--- src/rtl/eth_tx_arb_pkg.sv ---
`default_nettype none
// +----------------------------------------------------------------------------+
// | Module : eth_tx_arb_pkg                                                    |
// | Purpose: Shared types and constants for the Ethernet TX frame arbiter:     |
// |          scheduler state encoding, statistics counter width, default       |
// |          frame-length and inter-frame holdoff values, counter sizing.      |
// | Ports  : none (package)                                                    |
// | Rev    : 1.0  initial release                                              |
// +----------------------------------------------------------------------------+
package eth_tx_arb_pkg;

   typedef enum logic [1:0] {
      ST_IDLE  = 2'd0,
      ST_XFER  = 2'd1,
      ST_DRAIN = 2'd2,
      ST_GAP   = 2'd3
   } state_e;

   localparam int CNT_W                   = 16;
   localparam int DEFAULT_MAX_FRAME_BYTES = 1514;
   localparam int DEFAULT_GAP_CYCLES      = 12;

   // Bits needed to hold the values 0..max_val (never less than one bit).
   function automatic int cnt_width(input int max_val);
      return (max_val < 1) ? 1 : $clog2(max_val + 1);
   endfunction

endpackage
`default_nettype wire

--- src/rtl/eth_tx_arbiter_rr.sv ---
`default_nettype none
// +----------------------------------------------------------------------------+
// | Module : rr_arbiter                                                        |
// | Purpose: Combinational round-robin pick. Searches req_i starting at the    |
// |          position just above ptr_i, wrapping, and returns the first set    |
// |          request.                                                          |
// | Ports  : req_i  [N]      request vector                                    |
// |          ptr_i  [IDX_W]  index of the most recent winner                   |
// |          idx_o  [IDX_W]  index of the chosen request                       |
// |          any_o           at least one request is set                       |
// | Rev    : 1.0  initial release                                              |
// +----------------------------------------------------------------------------+
module rr_arbiter
   import eth_tx_arb_pkg::*;
#(
   parameter int NUM_PORTS = 4,
   parameter int IDX_W     = $clog2(NUM_PORTS)
) (
   input  logic [NUM_PORTS-1:0] req_i,
   input  logic [IDX_W-1:0]     ptr_i,
   output logic [IDX_W-1:0]     idx_o,
   output logic                 any_o
);

   int               cand;
   logic [IDX_W-1:0] cand_idx;
   logic             found;

   // Walk the ring from ptr+1 to ptr+NUM_PORTS (ptr itself last), so the
   // previous winner has the lowest priority.
   always_comb begin
      idx_o    = '0;
      found    = 1'b0;
      cand     = 0;
      cand_idx = '0;
      for (int i = 1; i <= NUM_PORTS; i++) begin
         cand     = (int'(ptr_i) + i) % NUM_PORTS;
         cand_idx = IDX_W'(cand);
         if (!found && req_i[cand_idx]) begin
            found = 1'b1;
            idx_o = cand_idx;
         end
      end
   end

   assign any_o = |req_i;

endmodule
`default_nettype wire

--- src/rtl/eth_tx_arbiter.sv ---
`default_nettype none
// +----------------------------------------------------------------------------+
// | Module : eth_tx_arbiter                                                    |
// | Purpose: Frame-granular round-robin scheduler sharing one byte-wide MAC    |
// |          TX AXI-Stream among NUM_PORTS sources. Holds the grant for a      |
// |          whole frame, truncates at MAX_FRAME_BYTES (draining the rest of   |
// |          the source frame) and inserts a GAP_CYCLES holdoff between        |
// |          frames. mac_tx_busy blocks new arbitration.                       |
// | Ports  : clk, rst (async, active-high)                                     |
// |          s_axis_tdata/tvalid/tlast in, s_axis_tready out (per source)      |
// |          m_axis_tdata/tvalid/tlast out, m_axis_tready in (toward MAC)      |
// |          mac_tx_busy in                                                    |
// |          grant_valid, grant_idx, frames_sent, frames_truncated out         |
// | Rev    : 1.0  initial release                                              |
// +----------------------------------------------------------------------------+
module eth_tx_arbiter
   import eth_tx_arb_pkg::*;
#(
   parameter int NUM_PORTS       = 4,
   parameter int MAX_FRAME_BYTES = DEFAULT_MAX_FRAME_BYTES,
   parameter int GAP_CYCLES      = DEFAULT_GAP_CYCLES
) (
   input  logic                           clk,
   input  logic                           rst,
   input  logic [8*NUM_PORTS-1:0]         s_axis_tdata,
   input  logic [NUM_PORTS-1:0]           s_axis_tvalid,
   input  logic [NUM_PORTS-1:0]           s_axis_tlast,
   output logic [NUM_PORTS-1:0]           s_axis_tready,
   output logic [7:0]                     m_axis_tdata,
   output logic                           m_axis_tvalid,
   output logic                           m_axis_tlast,
   input  logic                           m_axis_tready,
   input  logic                           mac_tx_busy,
   output logic                           grant_valid,
   output logic [$clog2(NUM_PORTS)-1:0]   grant_idx,
   output logic [CNT_W-1:0]               frames_sent,
   output logic [CNT_W-1:0]               frames_truncated
);

   localparam int IDX_W    = $clog2(NUM_PORTS);
   localparam int BYTE_W   = cnt_width(MAX_FRAME_BYTES);
   localparam int GAP_W    = cnt_width(GAP_CYCLES);
   localparam int GAP_LAST = (GAP_CYCLES > 0) ? GAP_CYCLES - 1 : 0;

   state_e             state_q, state_d;
   logic [IDX_W-1:0]   grant_idx_q, grant_idx_d;
   logic [IDX_W-1:0]   ptr_q, ptr_d;
   logic [BYTE_W-1:0]  byte_cnt_q, byte_cnt_d;
   logic [GAP_W-1:0]   gap_cnt_q, gap_cnt_d;
   logic [CNT_W-1:0]   frames_sent_q, frames_sent_d;
   logic [CNT_W-1:0]   frames_trunc_q, frames_trunc_d;

   logic [IDX_W-1:0]     arb_idx;
   logic                 arb_any;
   logic [NUM_PORTS-1:0] sel_onehot;
   logic [7:0]           sel_data;
   logic                 sel_valid;
   logic                 sel_last;
   logic                 at_max;

   rr_arbiter #(
      .NUM_PORTS (NUM_PORTS),
      .IDX_W     (IDX_W)
   ) u_rr (
      .req_i (s_axis_tvalid),
      .ptr_i (ptr_q),
      .idx_o (arb_idx),
      .any_o (arb_any)
   );

   // Source-side view of the granted port.
   always_comb begin
      sel_onehot = '0;
      sel_data   = '0;
      sel_valid  = 1'b0;
      sel_last   = 1'b0;
      for (int p = 0; p < NUM_PORTS; p++) begin
         if (grant_idx_q == IDX_W'(p)) begin
            sel_onehot[p] = 1'b1;
            sel_data      = s_axis_tdata[p*8 +: 8];
            sel_valid     = s_axis_tvalid[p];
            sel_last      = s_axis_tlast[p];
         end
      end
   end

   // The beat that would make the frame MAX_FRAME_BYTES long.
   assign at_max = (byte_cnt_q == BYTE_W'(MAX_FRAME_BYTES - 1));

   always_comb begin
      state_d        = state_q;
      grant_idx_d    = grant_idx_q;
      ptr_d          = ptr_q;
      byte_cnt_d     = byte_cnt_q;
      gap_cnt_d      = gap_cnt_q;
      frames_sent_d  = frames_sent_q;
      frames_trunc_d = frames_trunc_q;
      m_axis_tdata   = '0;
      m_axis_tvalid  = 1'b0;
      m_axis_tlast   = 1'b0;
      s_axis_tready  = '0;
      grant_valid    = 1'b0;

      case (state_q)
         ST_IDLE: begin
            if (arb_any && !mac_tx_busy) begin
               grant_idx_d = arb_idx;
               ptr_d       = arb_idx;
               byte_cnt_d  = '0;
               state_d     = ST_XFER;
            end
         end

         ST_XFER: begin
            grant_valid   = 1'b1;
            m_axis_tdata  = sel_data;
            m_axis_tvalid = sel_valid;
            m_axis_tlast  = sel_last | at_max;
            s_axis_tready = sel_onehot & {NUM_PORTS{m_axis_tready}};
            if (sel_valid && m_axis_tready) begin
               byte_cnt_d = byte_cnt_q + 1'b1;
               // A source tlast on the limit beat is a normal end of frame.
               if (sel_last) begin
                  frames_sent_d = frames_sent_q + 1'b1;
                  gap_cnt_d     = '0;
                  state_d       = ST_GAP;
               end else if (at_max) begin
                  frames_sent_d  = frames_sent_q + 1'b1;
                  frames_trunc_d = frames_trunc_q + 1'b1;
                  state_d        = ST_DRAIN;
               end
            end
         end

         ST_DRAIN: begin
            // Swallow the overlong tail so the source can move on.
            grant_valid   = 1'b1;
            s_axis_tready = sel_onehot;
            if (sel_valid && sel_last) begin
               gap_cnt_d = '0;
               state_d   = ST_GAP;
            end
         end

         ST_GAP: begin
            if (gap_cnt_q == GAP_W'(GAP_LAST)) begin
               state_d = ST_IDLE;
            end else begin
               gap_cnt_d = gap_cnt_q + 1'b1;
            end
         end

         default: state_d = ST_IDLE;
      endcase
   end

   always_ff @(posedge clk or posedge rst) begin
      if (rst) begin
         state_q        <= ST_IDLE;
         grant_idx_q    <= '0;
         ptr_q          <= IDX_W'(NUM_PORTS - 1);
         byte_cnt_q     <= '0;
         gap_cnt_q      <= '0;
         frames_sent_q  <= '0;
         frames_trunc_q <= '0;
      end else begin
         state_q        <= state_d;
         grant_idx_q    <= grant_idx_d;
         ptr_q          <= ptr_d;
         byte_cnt_q     <= byte_cnt_d;
         gap_cnt_q      <= gap_cnt_d;
         frames_sent_q  <= frames_sent_d;
         frames_trunc_q <= frames_trunc_d;
      end
   end

   assign grant_idx        = grant_idx_q;
   assign frames_sent      = frames_sent_q;
   assign frames_truncated = frames_trunc_q;

endmodule
`default_nettype wire

--- config.mk ---
export PLATFORM = sky130hd
export DESIGN_NAME = eth_tx_arbiter
export DESIGN_NICKNAME = d
export VERILOG_FILES = /design/src/rtl/eth_tx_arb_pkg.sv /design/src/rtl/eth_tx_arbiter_rr.sv /design/src/rtl/eth_tx_arbiter.sv
export SDC_FILE = /design/constraint.sdc
export NUM_CORES = 1
export LEC_CHECK = 0
export ABC_AREA = 1
export BUFFER_PORTS_ARGS = -buffer_cell sky130_fd_sc_hd__buf_2
export CAP_MARGIN = 30
export CORE_ASPECT_RATIO = 0.7
export CORE_MARGIN = 3
export CORE_UTILIZATION = 55
export DETAILED_ROUTE_END_ITERATION = 10
export GPL_ROUTABILITY_DRIVEN = 0
export PLACE_DENSITY = 0.83
export SLEW_MARGIN = 0
export SYNTH_ARGS = -nofsm -noshare
export SYNTH_HDL_FRONTEND = slang
export SYNTH_HIERARCHICAL = 1
export SYNTH_SLANG_ARGS = --single-unit
--- constraint.sdc ---
create_clock -name clk -period 2.35 [get_ports clk]
set_input_delay 0.47 -clock clk [delete_from_list [all_inputs] [get_ports clk]]
set_output_delay 0.47 -clock clk [all_outputs]
set_load 0.1 [all_outputs]
==> results.toml, run 1 <==
[sta]
slew_violations = 0
post-route-min-period_ns = 2.27
tightest_slew_ns = 0.889
finalHoldViolations = 0
rsz0062_at_grt = "true"
fin_crit_sh_pct = 96.8
fin_skew_ns = 0.00594
maxClockFrequency_ghz = 0.440
relSlewSlack_pct = 40.6
setup_viol = 0

[drt]
drc = 0
via_per_inst = 5.53
vias = 4102
ant_nets = 0
wl_per_cell_um = 14.4
routed_wl_um = 10700
dr.pass1.iters = 5
drt_iter0_markers = 312

[cells_and_area]
nFillCells = 537
drive_gt1_share_pct = 27.8
areaGrowthSynthToFinish_pct = 27.2
final_area_mm2 = 0.00498
antennaDiodeCount = 0
fin_nets = 701
layout_commonest_cell = "nand2_1"
final_cell_mix = "nand2_1 (160), buf_2 (79), dfrtp_1 (48)"

[floorplan]
rows = 25
start_util_pct = 57.4
die_area_mm2 = 0.00818
die_w_um = 107
die_y_um = 76.6
num_io_pins = 93
coreArea_mm2 = 0.00682

[worst_setup_path]
r2r_slack_ns = 0.22
reg2reg_depth = 10
end_kind = "primary output"
path_buf_inv = 3
worstPathMaxFanout = 5
critPathKind = "reg2out"
cp_common_cell = "buf_4"
critical_path.slowest_cell = "dfrtp_2"
critical_path_arrival_ns = 1.80
worst_path_largest_cell_delay_ns = 0.48
path_delay_family = "flip-flops"
rr_startpoint = "grant_idx[0]"
start_kind = "flip-flop"
crit_chain = "buf_4 > buf_4 > o21ai_0 > nand2_1 > o21ai_2 > a21oi_4 > buf_12"
r2r_end = "frames_truncated[5]"
required_ns = 1.88

[synth]
yosysUniqueCellTypes = 38
async_reset_ff_share_pct = 100
synth-main-ff-cell = "dfrtp_1"
yosysWarningCount = 6
syn_inst = 550
synth-edff-count = 0
ys_seq_area_share_pct = 34.0
yosys_register_bits = 53
synth_fp_nets = 604
netlist_area_mm2 = 0.00391
synth_area_per_cell_um2 = 7.12

[pwr]
power_mw = 5.92
p_per_area_mw_per_mm2 = 1190
p_leak_nw = 2.49
ir_worst_vdd_mv = 0.627

[clock_tree]
clk_path_buf_depth = 2
cts.sinks = 53
cts_tree = "built"
numCtsBuffers = 5
h-tree-depth = 2
clkSlewWorstSetupHoldPaths_ns = 0.10
cts_hold_buf = 0
worstSkewPairLatency_ns = 0.31
ctsRootBufferMaster = "clkbuf_8"

[grt]
grt_pass1_wl_um = 17900
overflow = 0
antenna_found_initial = 0
grt_pass1_vias = 3833
grt_max_degree = 30
grtUsageTotal_pct = 26.3

[job]
drv_cap = 0

[worst_hold_path]
hold_path.class = "in2async"

[placed_design]
dpl.hpwl_um = 7890
postPlaceCellArea_mm2 = 0.00478
io_buffer_count = 92

[status]
status = "completed"
[cell type report]
class | instances | area (um^2) | area share (%)
tap | 94 | 118 | 2.36
clock buffer | 8 | 90.1 | 1.81
inverter | 59 | 233 | 4.68
multi-input combinational | 422 | 2420 | 48.5
sequential | 53 | 1340 | 26.8
timing repair buffer | 106 | 786 | 15.8
[per-stage QoR]
stage / setup TNS (ns) / worst slack (ns) / hold WS [ns] / util [%] / cells
CTS: 0 / 0.0107 / 0.213 / 72.1 / 738
global route: -0.0797 / -0.0636 / 0.219 / 73.0 / 742
floorplan: -0.0915 / -0.0510 / 0.470 / - / 550
finish: 0 / 0.0761 / 0.188 / 73.0 / 742
detailed placement: 0 / 0.200 / 0.518 / 70.1 / 726
global placement: 0 / 0.270 / 0.505 / 70.1 / 726
[report_power, final]
part	switching, mW	total [mW]	internal, mW
sequential	0.216	1.27	1.06
clock	0.301	0.543	0.241
combinational	2.89	4.10	1.21
total	3.40	5.92	2.51
[how the worst max path moves through the flow]
| stage | startpoint | endpoint | slack (ns) | cells after the start |
|---|---|---|---|---|
| CTS | byte_cnt_q[0] | m_axis_tlast | 0.01 | 6 |
| global placement | grant_idx[0] | frames_sent[7] | 0.27 | 8 |
| finish | grant_idx[1] | m_axis_tdata[1] | 0.08 | 7 |
| global route | byte_cnt_q[1] | m_axis_tlast | -0.06 | 7 |
| floorplan | state_q[1] | s_axis_tready[0] | -0.05 | 7 |
| detailed placement | grant_idx[0] | frames_truncated[3] | 0.20 | 11 |
[Yosys cell counts, types with 2 or more instances]
master / number / area, um^2
nand2_1: 161 / 604
dfrtp_1: 51 / 1280
inv_1: 51 / 191
nand3_1: 47 / 235
nor2_1: 34 / 128
o21ai_0: 34 / 170
o21ai_1: 26 / 130
xor2_1: 21 / 184
nor3_1: 14 / 70.1
nand4_1: 13 / 81.3
ha_1: 10 / 125
nand2_2: 10 / 62.6
xnor2_1: 8 / 70.1
a21oi_1: 7 / 35.0
buf_2: 7 / 35.0
inv_2: 6 / 22.5
nand2_4: 6 / 67.6
nand3b_1: 5 / 37.5
or2_2: 5 / 31.3
buf_6: 4 / 45.0
nand3_2: 4 / 40.0
o211ai_1: 4 / 30.0
buf_4: 3 / 22.5
clkbuf_1: 2 / 7.51
dfstp_2: 2 / 52.6
nor2_8: 2 / 40.0
o21bai_1: 2 / 15.0
[what timing repair did]
action	in CTS	in global routing
setup buffers	4	4
pin swaps	0	2
gates resized for setup	3	11
setup endpoints to repair	4	19
gates cloned	0	0
endpoints found under the hold margin	0	0
[cells by family after synthesis]
family	after synthesis	synth area share, %
fa+ha+maj	10	3.20
compound gates	78	10.8
simple gates	305	37.0
buf+inv	75	8.60
xor+xnor	29	6.49
flops	53	34.0
[state kept, by name, summed over array words and instances, names as in the netlist]
signal            count
state_q               2
byte_cnt_q           11
gap_cnt_q             4
ptr_q                 2
frames_sent          16
grant_idx             2
frames_truncated     16
[metal layers]
layer  part of all wire [%]  GRT usage, %
met1                     44          36.0
met2                     48          43.4
met3                    6.2          4.83
met4                    1.4          6.26
met5                      0             0
Power figures use the tool's default switching activity.
==> run 2: changes to the inputs <==
Settings changed: ABC_AREA 1 to 0, BUFFER_PORTS_ARGS -buffer_cell sky130_fd_sc_hd__buf_2 to unset, CORE_UTILIZATION 55 to 53, DONT_BUFFER_PORTS set to 1, PLACE_DENSITY 0.83 to 0.69.
==> results.toml, run 2 <==
[worst_setup_path]
critical_path.slowest_cell = "mux4_2"
critPathKind = "reg2out"
start_kind = "flip-flop"
worstPathMaxFanout = 7
critical_path_arrival_ns = 1.80
required_ns = 1.88
worst_path_largest_cell_delay_ns = 0.51
crit_chain = "buf_4 > mux4_2 > and2_2"
end_kind = "primary output"

[synth]
netlist_area_mm2 = 0.00312
synth_top_cell_area_share_pct = 40.9
synth-main-ff-cell = "dfrtp_1"
yosysTopAreaCell = "dfrtp_1"
synth-edff-count = 0
yosys_register_bits = 53
synth_area_per_cell_um2 = 10.6
yosysMostFrequentCell = "dfrtp_1"
async_reset_ff_share_pct = 100
yosysWarningCount = 6
yosysUniqueCellTypes = 47
synth_fp_nets = 349
syn_inst = 295
ys_seq_area_share_pct = 42.6
yosys-top-cells-count = "dfrtp_1 (51), nand2_1 (25), nor2_1 (22)"
yosys-top-cells-area = "dfrtp_1 (41%), mux4_2 (7.2%), xor2_1 (5.3%)"

[drt]
drt_iter0_markers = 107
via_per_inst = 5.67
wl_per_cell_um = 15.7
routed_wl_um = 6650
vias = 2398
drc = 0
ant_nets = 0
dr.pass1.iters = 4

[sta]
finalHoldViolations = 0
rsz0062_at_grt = "false"
fin_skew_ns = 0.0127
relSlewSlack_pct = 60.2
holdWs_ns = 0.0751
fin_crit_sh_pct = 96.5
maxClockFrequency_ghz = 0.441
tightest_slew_ns = 0.596
post-route-min-period_ns = 2.27
setup_viol = 0
slew_violations = 0
setup_slack_ns = 0.0815

[placed_design]
dpl.hpwl_um = 5200
postPlaceCellArea_mm2 = 0.00367
place_worst_setup_slack_ns = 0.151
io_buffer_count = 0
place_inst = 409

[pwr]
p_leak_nw = 1.74
power_mw = 4.69
ir_worst_vdd_mv = 0.951
p_per_area_mw_per_mm2 = 1220

[grt]
overflow = 0
grt_pass1_wl_um = 11300
grt_use_met2_pct = 31.0
grtUsageTotal_pct = 20.0
busiest_layer = "met2"
use_met1_pct = 27.8
antenna_found_initial = 0
grt_pass1_vias = 2332
grt_max_degree = 31
met3_usage_pct = 5.19

[floorplan]
num_io_pins = 93
die_y_um = 70.2
rows = 22
coreArea_mm2 = 0.00545
die_area_mm2 = 0.00686
die_w_um = 97.7
start_util_pct = 57.3

[cells_and_area]
antennaDiodeCount = 0
fin_nets = 404
final_cells = 423
drive_gt1_share_pct = 32.8
areaGrowthSynthToFinish_pct = 22.9
layout_commonest_cell = "buf_4"
final_cell_mix = "buf_4 (49), dfrtp_1 (48), nand2_1 (25)"
final_area_mm2 = 0.00383

[status]
status = "completed"

[clock_tree]
h-tree-depth = 2
clkSlewWorstSetupHoldPaths_ns = 0.11
cts.sinks = 53
numCtsBuffers = 5
clk_path_buf_depth = 2
cts_tree = "built"
ctsRootBufferMaster = "clkbuf_8"
worstSkewPairLatency_ns = 0.33

[worst_hold_path]
hold_path.class = "in2async"

[job]
drv_cap = 0
==> run 2: cell families (layout without fill, tap and decap cells) <==
kind of cell / Yosys count / in the layout / share of synthesized area [%]
multiplexers: 22 / 22 / 11.4
XOR/XNOR: 37 / 37 / 10.4
AND/OR/NAND/NOR: 125 / 125 / 22.0
buffers and inverters: 15 / 71 / 2.04
flip-flops: 53 / 53 / 42.6
AO/OA/AOI/OAI: 33 / 33 / 7.58
adder cells (fa/ha/maj): 10 / 10 / 4.01
==> run 2: per-stage QoR <==
stage / util [%] / setup TNS (ns)
after floorplan: - / -0.108
after global placement: 67.4 / 0
after detailed placement: 67.4 / 0
after CTS: 69.6 / 0
after global routing: 70.4 / 0
final: 70.4 / 0
==> run 2: final cells by class <==
class	instances	area [um^2]
multi-input combinational	227	1830
fill	397	1620
sequential	53	1330
timing repair buffer	54	459
tap	72	90.1
clock buffer	5	68.8
inverter	9	33.8
clock inverter	3	25.0
==> run 2: power breakdown <==
group / switching (mW) / internal, mW
Clock: 0.328 / 0.216
Sequential: 0.206 / 1.06
Combinational: 1.93 / 0.956
==> run 2: worst paths after layout <==
check                                     start                    to  slack [ns]  cells past startpoint
setup / recovery                   grant_idx[0]         m_axis_tvalid        0.08                      3
hold / removal                              rst  frames_truncated[15]        0.08                      1
setup reg to reg                  byte_cnt_q[1]        frames_sent[8]        0.17                      8
hold reg to reg            frames_truncated[15]  frames_truncated[15]        0.48                      1
max in group asynchronous                   rst              ptr_q[0]        1.61                      2
min in group clk           frames_truncated[15]  frames_truncated[15]        0.48                      1
==> run 2: per-layer routing <==
metal  routed length (um)  part of all wire [%]
met5                    0                     0
met4                   75                   1.1
met3                  391                   5.9
met2                 3160                    48
met1                 3020                    45
==> run 2: repair_timing <==
item	4_1_cts	5_1_grt
gates resized for setup	5	2
pin swaps	0	1
setup endpoints to repair	9	9
gates cloned	0	0
setup buffers	1	5
hold buffers	0	0
==> run 2: worst max-delay path: cells and delay by family, from the launching register on <==
kind | cells | cell delay (ns)
buf+inv | 1 | 0.13
flops | 1 | 0.44
mux | 1 | 0.51
simple gates | 1 | 0.40
